$ cat src/rtl/rtc_bus_arbiter.sv
// rtc_bus_arbiter: hands the single RTC bus controller to one requester at a time
// (ini, hora, fecha, timer, periodic background read "lectura") and drives the
// matching one-hot grant plus the bus mux select. Owners change only after the
// controller has gone idle (DRAIN state).
// Optional build macro: RTC_ARB_WATCHDOG_EN adds a grant-hold watchdog that
// force-releases a grant after TIMEOUT_CYCLES cycles and raises sticky wd_err.
module rtc_bus_arbiter #(
   parameter int REFRESH_CYCLES = 100000,
   parameter int TIMEOUT_CYCLES = 65535
) (
   input  logic       clk,
   input  logic       reset,
   input  logic       ini_req,
   input  logic       hora_req,
   input  logic       fecha_req,
   input  logic       timer_req,
   input  logic       rd_done,
   input  logic       rtc_work,
   output logic       gnt_ini,
   output logic       gnt_hora,
   output logic       gnt_fecha,
   output logic       gnt_timer,
   output logic       gnt_lectura,
   output logic [2:0] sel,
   output logic       rd_start,
   output logic       init_ok,
   output logic       busy,
   output logic       wd_err
);

   localparam logic [2:0] SEL_NONE  = 3'd0;
   localparam logic [2:0] SEL_INI   = 3'd1;
   localparam logic [2:0] SEL_HORA  = 3'd2;
   localparam logic [2:0] SEL_FECHA = 3'd3;
   localparam logic [2:0] SEL_TIMER = 3'd4;
   localparam logic [2:0] SEL_LECT  = 3'd5;

   localparam int                RCNT_W    = (REFRESH_CYCLES > 2) ? $clog2(REFRESH_CYCLES) : 1;
   localparam logic [RCNT_W-1:0] RCNT_LAST = RCNT_W'(REFRESH_CYCLES - 1);

   typedef enum logic [1:0] {
      S_IDLE,
      S_GRANT,
      S_DRAIN
   } state_t;

   state_t            state;
   state_t            state_n;
   logic [2:0]        sel_n;
   logic [2:0]        rr;
   logic [2:0]        rr_n;
   logic [2:0]        winner;
   logic              rd_start_n;
   logic              init_ok_n;
   logic              wd_err_n;
   logic              refresh_pending;
   logic              pend_clr;
   logic              refresh_tick;
   logic              owner_rel;
   logic              wd_expire;
   logic [RCNT_W-1:0] rcnt;

   if (REFRESH_CYCLES < 2 || TIMEOUT_CYCLES < 2) begin : g_param_check
      $error("rtc_bus_arbiter: REFRESH_CYCLES and TIMEOUT_CYCLES must be at least 2");
   end

   assign refresh_tick = init_ok && (rcnt == RCNT_LAST);

   // Background-read period counter; idle until initialization has completed.
   always_ff @(posedge clk) begin
      if (reset) begin
         rcnt            <= '0;
         refresh_pending <= 1'b0;
      end else begin
         if (init_ok) begin
            if (rcnt == RCNT_LAST) rcnt <= '0;
            else                   rcnt <= rcnt + 1'b1;
         end
         // A tick landing on the same edge as the lectura grant survives the clear.
         refresh_pending <= refresh_tick | (refresh_pending & ~pend_clr);
      end
   end

`ifdef RTC_ARB_WATCHDOG_EN
   localparam int              WD_W    = (TIMEOUT_CYCLES > 2) ? $clog2(TIMEOUT_CYCLES) : 1;
   localparam logic [WD_W-1:0] WD_LAST = WD_W'(TIMEOUT_CYCLES - 1);

   logic [WD_W-1:0] wd_cnt;

   // Counts grant cycles of the current owner; cleared whenever no grant is held.
   always_ff @(posedge clk) begin
      if (reset || state != S_GRANT) wd_cnt <= '0;
      else                           wd_cnt <= wd_cnt + 1'b1;
   end

   assign wd_expire = (state == S_GRANT) && (wd_cnt == WD_LAST);
`else
   assign wd_expire = 1'b0;
`endif

   // Priority pick: ini first, then pending background read, then round-robin.
   always_comb begin
      winner = SEL_NONE;
      if (ini_req) begin
         winner = SEL_INI;
      end else if (init_ok) begin
         if (refresh_pending) begin
            winner = SEL_LECT;
         end else begin
            case (rr)
               SEL_HORA: begin
                  if      (hora_req)  winner = SEL_HORA;
                  else if (fecha_req) winner = SEL_FECHA;
                  else if (timer_req) winner = SEL_TIMER;
               end
               SEL_FECHA: begin
                  if      (fecha_req) winner = SEL_FECHA;
                  else if (timer_req) winner = SEL_TIMER;
                  else if (hora_req)  winner = SEL_HORA;
               end
               default: begin
                  if      (timer_req) winner = SEL_TIMER;
                  else if (hora_req)  winner = SEL_HORA;
                  else if (fecha_req) winner = SEL_FECHA;
               end
            endcase
         end
      end
   end

   // The current owner gives the bus back by dropping its request (rd_done for lectura).
   always_comb begin
      owner_rel = 1'b0;
      case (sel)
         SEL_INI:   owner_rel = ~ini_req;
         SEL_HORA:  owner_rel = ~hora_req;
         SEL_FECHA: owner_rel = ~fecha_req;
         SEL_TIMER: owner_rel = ~timer_req;
         SEL_LECT:  owner_rel = rd_done;
         default:   owner_rel = 1'b0;
      endcase
   end

   // Next-state and next-output logic of the IDLE/GRANT/DRAIN controller.
   always_comb begin
      state_n    = state;
      sel_n      = sel;
      rr_n       = rr;
      rd_start_n = 1'b0;
      init_ok_n  = init_ok;
      wd_err_n   = wd_err;
      pend_clr   = 1'b0;
      case (state)
         S_IDLE: begin
            if (winner != SEL_NONE) begin
               state_n = S_GRANT;
               sel_n   = winner;
               if (winner == SEL_LECT) begin
                  rd_start_n = 1'b1;
                  pend_clr   = 1'b1;
               end
               if (winner == SEL_HORA)  rr_n = SEL_FECHA;
               if (winner == SEL_FECHA) rr_n = SEL_TIMER;
               if (winner == SEL_TIMER) rr_n = SEL_HORA;
            end
         end
         S_GRANT: begin
            if (owner_rel || wd_expire) begin
               state_n = S_DRAIN;
               sel_n   = SEL_NONE;
               if (sel == SEL_INI) init_ok_n = 1'b1;
               if (wd_expire)      wd_err_n  = 1'b1;
            end
         end
         S_DRAIN: begin
            if (!rtc_work) state_n = S_IDLE;
         end
         default: begin
            state_n = S_IDLE;
            sel_n   = SEL_NONE;
         end
      endcase
   end

   // State and registered outputs; grants are decoded from the next select value.
   always_ff @(posedge clk) begin
      if (reset) begin
         state       <= S_IDLE;
         sel         <= SEL_NONE;
         rr          <= SEL_HORA;
         gnt_ini     <= 1'b0;
         gnt_hora    <= 1'b0;
         gnt_fecha   <= 1'b0;
         gnt_timer   <= 1'b0;
         gnt_lectura <= 1'b0;
         rd_start    <= 1'b0;
         init_ok     <= 1'b0;
         busy        <= 1'b0;
         wd_err      <= 1'b0;
      end else begin
         state       <= state_n;
         sel         <= sel_n;
         rr          <= rr_n;
         gnt_ini     <= (sel_n == SEL_INI);
         gnt_hora    <= (sel_n == SEL_HORA);
         gnt_fecha   <= (sel_n == SEL_FECHA);
         gnt_timer   <= (sel_n == SEL_TIMER);
         gnt_lectura <= (sel_n == SEL_LECT);
         rd_start    <= rd_start_n;
         init_ok     <= init_ok_n;
         busy        <= (state_n != S_IDLE);
         wd_err      <= wd_err_n;
      end
   end

endmodule

$ cat config.mk
export PLATFORM = sky130hd
export DESIGN_NAME = rtc_bus_arbiter
export DESIGN_NICKNAME = d
export VERILOG_FILES = /design/src/rtl/rtc_bus_arbiter.sv
export SDC_FILE = /design/constraint.sdc
export NUM_CORES = 1
export LEC_CHECK = 0
export BUFFER_PORTS_ARGS = -buffer_cell sky130_fd_sc_hd__buf_4
export CORE_UTILIZATION = 51
export CTS_BUF_LIST = sky130_fd_sc_hd__clkbuf_16
export CTS_CLUSTER_SIZE = 8
export DETAILED_ROUTE_END_ITERATION = 10
export PLACE_DENSITY = 0.73
export SLEW_MARGIN = 20
export SYNTH_ARGS = -nofsm -noshare
export SYNTH_HDL_FRONTEND = slang
export SYNTH_SLANG_ARGS = --single-unit
$ cat constraint.sdc
create_clock -name clk -period 1.44 [get_ports clk]
set_input_delay 0.144 -clock clk [delete_from_list [all_inputs] [get_ports clk]]
set_output_delay 0.144 -clock clk [all_outputs]
set_load 0.01 [all_outputs]
; Word level (Yosys, flattened, before mapping)
; Index checks and enable logic that the tools add are counted.
[classes]
n_addsub = 1
eq_ne = 19
mux = 28
bitwise = 7
reduce_logical = 7
[op_table]
columns = operator, n
row1 = 2-to-1 mux 3 bit, 14
row2 = equality test 3 x 2 -> 1 bit (second input constant), 8
row3 = equality test 3 bit (second input constant), 6
row4 = adder 17 x 1 -> 17 bit (second input constant), 1
row5 = equality test 17 bit (second input constant), 1
row6 = 2-to-1 mux 17 bit, 1
row7 = 2-to-1 mux 2 bit, 6
row8 = one-hot mux 3 bit (3 select lines), 1
row9 = equality test 3 x 1 -> 1 bit (second input constant), 2
row10 = one-hot mux 2 bit (3 select lines), 1
row11 = one-hot mux 3 bit (2 select lines), 1
row12 = AND reduction 3 bit, 2
row13 = nonzero test 3 bit, 2
row14 = NOT 1 bit, 5
row15 = one-hot mux 1 bit (5 select lines), 1
row16 = 2-to-1 mux 1 bit, 3
row17 = equality test 2 x 1 -> 1 bit (second input constant), 1
row18 = equality test 2 bit (second input constant), 1
row19 = zero test 2 bit, 1
row20 = nonzero test 2 bit, 1
row21 = bitwise AND 1 bit, 1
row22 = logical AND 1 bit, 1
row23 = OR 1 bit, 1
[word_totals]
ff_bits = 34
inputBits = 8
wordCells = 75

; Logic depth before layout (Yosys ltp)
[depth]
depth_word = 14
depth_mapped = 7
depth_no_buf = 6

; Worst setup path before layout
; No wires, ideal clock.
[synth_path]
path_kind = register -> register
from = register sel[0]
to = register gnt_fecha
setup_ps = 116
t_arrival_ps = 1530
path_slack_ps = -206
path_stages_with_launch = 6
synth_period_minus_slack_ps = 1646
path_cell_list = dfxtp_1 > nor3b_2 > a22oi_1 > a21o_1 > a221oi_2 > and3b_1
[synth_via]
elab_chain_len = 5
[synth_lines]
columns = item, line
row1 = start: declaration, 24  ; output logic [2:0] sel,
row2 = start signal: assignment, 202  ; sel <= sel_n;
row3 = "equality test 3 bit, or another cell as far along", 134  ; case (sel)
row4 = one-hot mux 1 bit (5 select lines), 134
row5 = 2-to-1 mux 3 bit, 168  ; if (owner_rel || wd_expire) begin
row6 = one-hot mux 3 bit (3 select lines) *, 153  ; case (state)
row7 = equality test 3 x 2 -> 1 bit *, 206  ; gnt_fecha <= (sel_n == SEL_FECHA);
row8 = end signal: assignment, 206
row9 = end: declaration, 21  ; output logic gnt_fecha,
; Every way passes the cells marked *; elsewhere a longest branch is shown, timed or not.
; A chain may end at the register's enable or synchronous reset.

; Worst setup path after layout
[layout_path]
from = register rr[2]
to = register gnt_timer
[layout_via]
elab_chain_len = 9
[layout_lines]
columns = item, line
row1 = start: declaration, 50  ; logic [2:0] rr;
row2 = start signal: assignment, 203  ; rr <= rr_n;
row3 = equality test 3 x 2 -> 1 bit, 110  ; case (rr)
row4 = one-hot mux 3 bit (2 select lines) *, 110
row5 = 2-to-1 mux 3 bit *, 107  ; if (refresh_pending) begin
row6 = 2-to-1 mux 3 bit *, 106  ; end else if (init_ok) begin
row7 = 2-to-1 mux 3 bit *, 104  ; if (ini_req) begin
row8 = nonzero test 3 bit, 155  ; if (winner != SEL_NONE) begin
row9 = 2-to-1 mux 3 bit *, 155
row10 = one-hot mux 3 bit (3 select lines) *, 153
row11 = equality test 3 bit *, 207  ; gnt_timer <= (sel_n == SEL_TIMER);
row12 = end signal: assignment, 207
row13 = end: declaration, 22  ; output logic gnt_timer,
; Marks and branches as above.

==> results.json <==
{
  "synthMuxAreaShare": 0.0121,
  "path_clk_slew_ns": 0.05,
  "final_cell_mix": "50 x buf_4, 17 x nor2_1, 17 x dfxtp_1",
  "synth_compound_area_frac": 0.122,
  "routed_via_density": 5.70,
  "avgSynthCellArea_um2": 8.67,
  "grt_overflow": 0,
  "start_kind": "flip-flop",
  "period_minus_slack_ns": 1.59,
  "setup-tns-final_ns": -1.29,
  "core_area_mm2": 0.00308,
  "drt-initial-drc-count": 75,
  "finalWorstSetupSlack_ns": -0.152,
  "placedCellCount": 281,
  "drcViolationCount": 0,
  "met1_usage": 0.258,
  "start_util": 0.538,
  "hold_ws_ns": 0.158,
  "rsz0062_at_grt": "true",
  "cts.sinks": 34,
  "setup_violations": 25,
  "cpPeakStageDelay_ns": 0.32,
  "num-fill-cells": 149,
  "grt_max_degree": 17,
  "violations": "setup timing",
  "cts_buffers": 5,
  "antenna_cells": 0,
  "crit_type": "flip-flop to flip-flop",
  "synth-edff-count": 0,
  "cp_max_fo": 6,
  "syn_nets": 200,
  "die_h_um": 59.0,
  "gp_congestion": 0.862,
  "rows": 20,
  "clock_latency_ns": 0.28,
  "crit_path_frequent_cell": "buf_4",
  "met3_usage": 0.0677,
  "drv_slew": 0,
  "maxCapViolations": 0,
  "synth_xor_area_frac": 0.0794,
  "antenna_found_initial": 0,
  "placement.io_buffers": 18,
  "drtPass1Iterations": 6,
  "synthDistinctLibCells": 48,
  "final_antenna_net_count": 0,
  "grt_pass1_vias": 1479,
  "synth_top_flop_cell": "dfxtp_1",
  "grt_pass1_wl_mm": 6.26,
  "final_nets": 260,
  "die_width_um": 59.0,
  "worstPathRequired_ns": 1.61,
  "regArea_um2": 717,
  "multi_input_area_mm2": 0.00127,
  "finalCritPeriodShare": 1.11,
  "root_buffer": "clkbuf_16",
  "ys_seq_elements": 34,
  "use_met2": 0.427,
  "cts_tree": "done",
  "htreeDepth": 2,
  "outcome": "finished with violations",
  "final_util": 0.875,
  "yosys_warnings": 0,
  "clockBufferDepth": 2,
  "synth_top_family_by_area": "simple AND/OR/NAND/NOR gates",
  "yosys.area_share.simple": 0.335,
  "cp_slowest_cell": "dfxtp_2",
  "power_leakage_nw": 1.04,
  "grt_use_total": 0.243,
  "worstPathCellList": "nand2b_4, a21o_4, nor4b_4, buf_4, a221oi_2, buf_4, nor3b_2",
  "ir_drop_v": 0.00108,
  "instances_no_fill": 296,
  "endpoint_kind": "flip-flop",
  "die_area_mm2": 0.00348,
  "power_density_mw_per_mm2": 832,
  "synth_fa_ha_area_frac": 0.00756,
  "hpwl_mm": 2.70,
  "syn_inst": 191,
  "arrival_ns": 1.76,
  "wl_per_cell_um": 17.1,
  "grt_busiest_layer": "met2",
  "min-delay-path-class": "input pin to flip-flop",
  "drive_above_1_share": 0.563,
  "fin_skew_ns": 0.00623,
  "async_flop_share": 0,
  "num_io_pins": 20,
  "areaGrowthSynthToFinish_pct": 62.7,
  "syn-cell-area_mm2": 0.00166,
  "synth_seq_area_share": 0.411,
  "fmax_mhz": 628,
  "final_common_cell": "buf_4",
  "vias": 1687,
  "hold_viol": 0,
  "routed_wl_mm": 5.07,
  "dp_slack_ns": -0.200
}
## worst max-delay path: cells and delay by family (launching register included)
kind / cells / cell delay, ns
AND/OR/NAND/NOR: 3 / 0.58
buffers and inverters: 2 / 0.33
flip-flops: 1 / 0.32
AO/OA/AOI/OAI: 2 / 0.26
## sequential cells by signal, summed over array words and instances (netlist names), 2 cells and up
register	count
sel	3
state	2
rcnt	17
rr	3
## logic make-up after synthesis
family,count (synthesis)
multiplexers,2
XOR/XNOR,15
AO/OA/AOI/OAI,27
buffers and inverters,12
adder cells (fa/ha/maj),1
AND/OR/NAND/NOR,99
other,1
flip-flops,34
## per-layer routing
metal,part of all wire,vias up
met2,0.53,72
li1,-,786
met5,0,-
met4,0.040,0
met1,0.39,805
met3,0.044,24
## cells in the mapped netlist (2+ instances only)
cell	count	area [µm²]
and3_1	4	25.0
nand4b_1	2	17.5
xnor2_1	8	70.1
o21ai_0	2	10.0
a21oi_1	10	50.1
nor3b_2	2	25.0
nand2_1	15	56.3
nor4b_1	2	17.5
mux2i_1	2	20.0
clkbuf_1	2	7.51
nor4_1	2	12.5
xor2_1	7	61.3
and4_1	2	17.5
nor3_2	3	30.0
nand3_1	5	25.0
a21o_1	2	15.0
dfxtp_1	34	681
nor2_1	34	128
nor2b_1	2	12.5
nand4_1	7	43.8
inv_1	8	30.0
nand2b_1	10	62.6
## metrics by stage
stage,area (µm²),total power [mW]
floorplan,1700,1.10
CTS,2310,2.23
detailed placement,2120,1.20
global route,2690,2.32
global placement,2120,1.20
finish,2690,2.24
## area by class of cell
| cell class | count | share of cell area |
|---|---|---|
| tap | 44 | 0.0204 |
| clock inverter | 3 | 0.00604 |
| multi-input combinational | 145 | 0.471 |
| inverter | 8 | 0.0112 |
| timing repair buffer | 57 | 0.178 |
| sequential | 34 | 0.266 |
| clock buffer | 5 | 0.0465 |
## worst paths after layout
kind | startpoint | to | slack, ns | cells past startpoint
worst max-delay path | rr[2]$_SDFFE_PP0P_ | gnt_timer$_SDFF_PP0_ | -0.15 | 7
worst min-delay path | reset | refresh_pending$_SDFF_PP0_ | 0.16 | 2
worst max register to register | rr[2]$_SDFFE_PP0P_ | gnt_timer$_SDFF_PP0_ | -0.15 | 7
worst min register to register | rr[2]$_SDFFE_PP0P_ | rr[2]$_SDFFE_PP0P_ | 0.50 | 2
## power breakdown
group | total, mW | internal [mW] | switching [mW]
registers | 0.964 | 0.949 | 0.0156
clock network | 1.01 | 0.629 | 0.376
logic | 0.270 | 0.130 | 0.140
total | 2.24 | 1.71 | 0.532
## timing repair
item / 4_1_cts / 5_1_grt
endpoints found under the setup margin: 24 / 30
pin swaps: 4 / 27
gates resized for setup: 11 / 79
gates cloned: 0 / 1
setup buffers: 2 / 6
hold buffers: 0 / 0
Power figures use the tool's default switching activity.
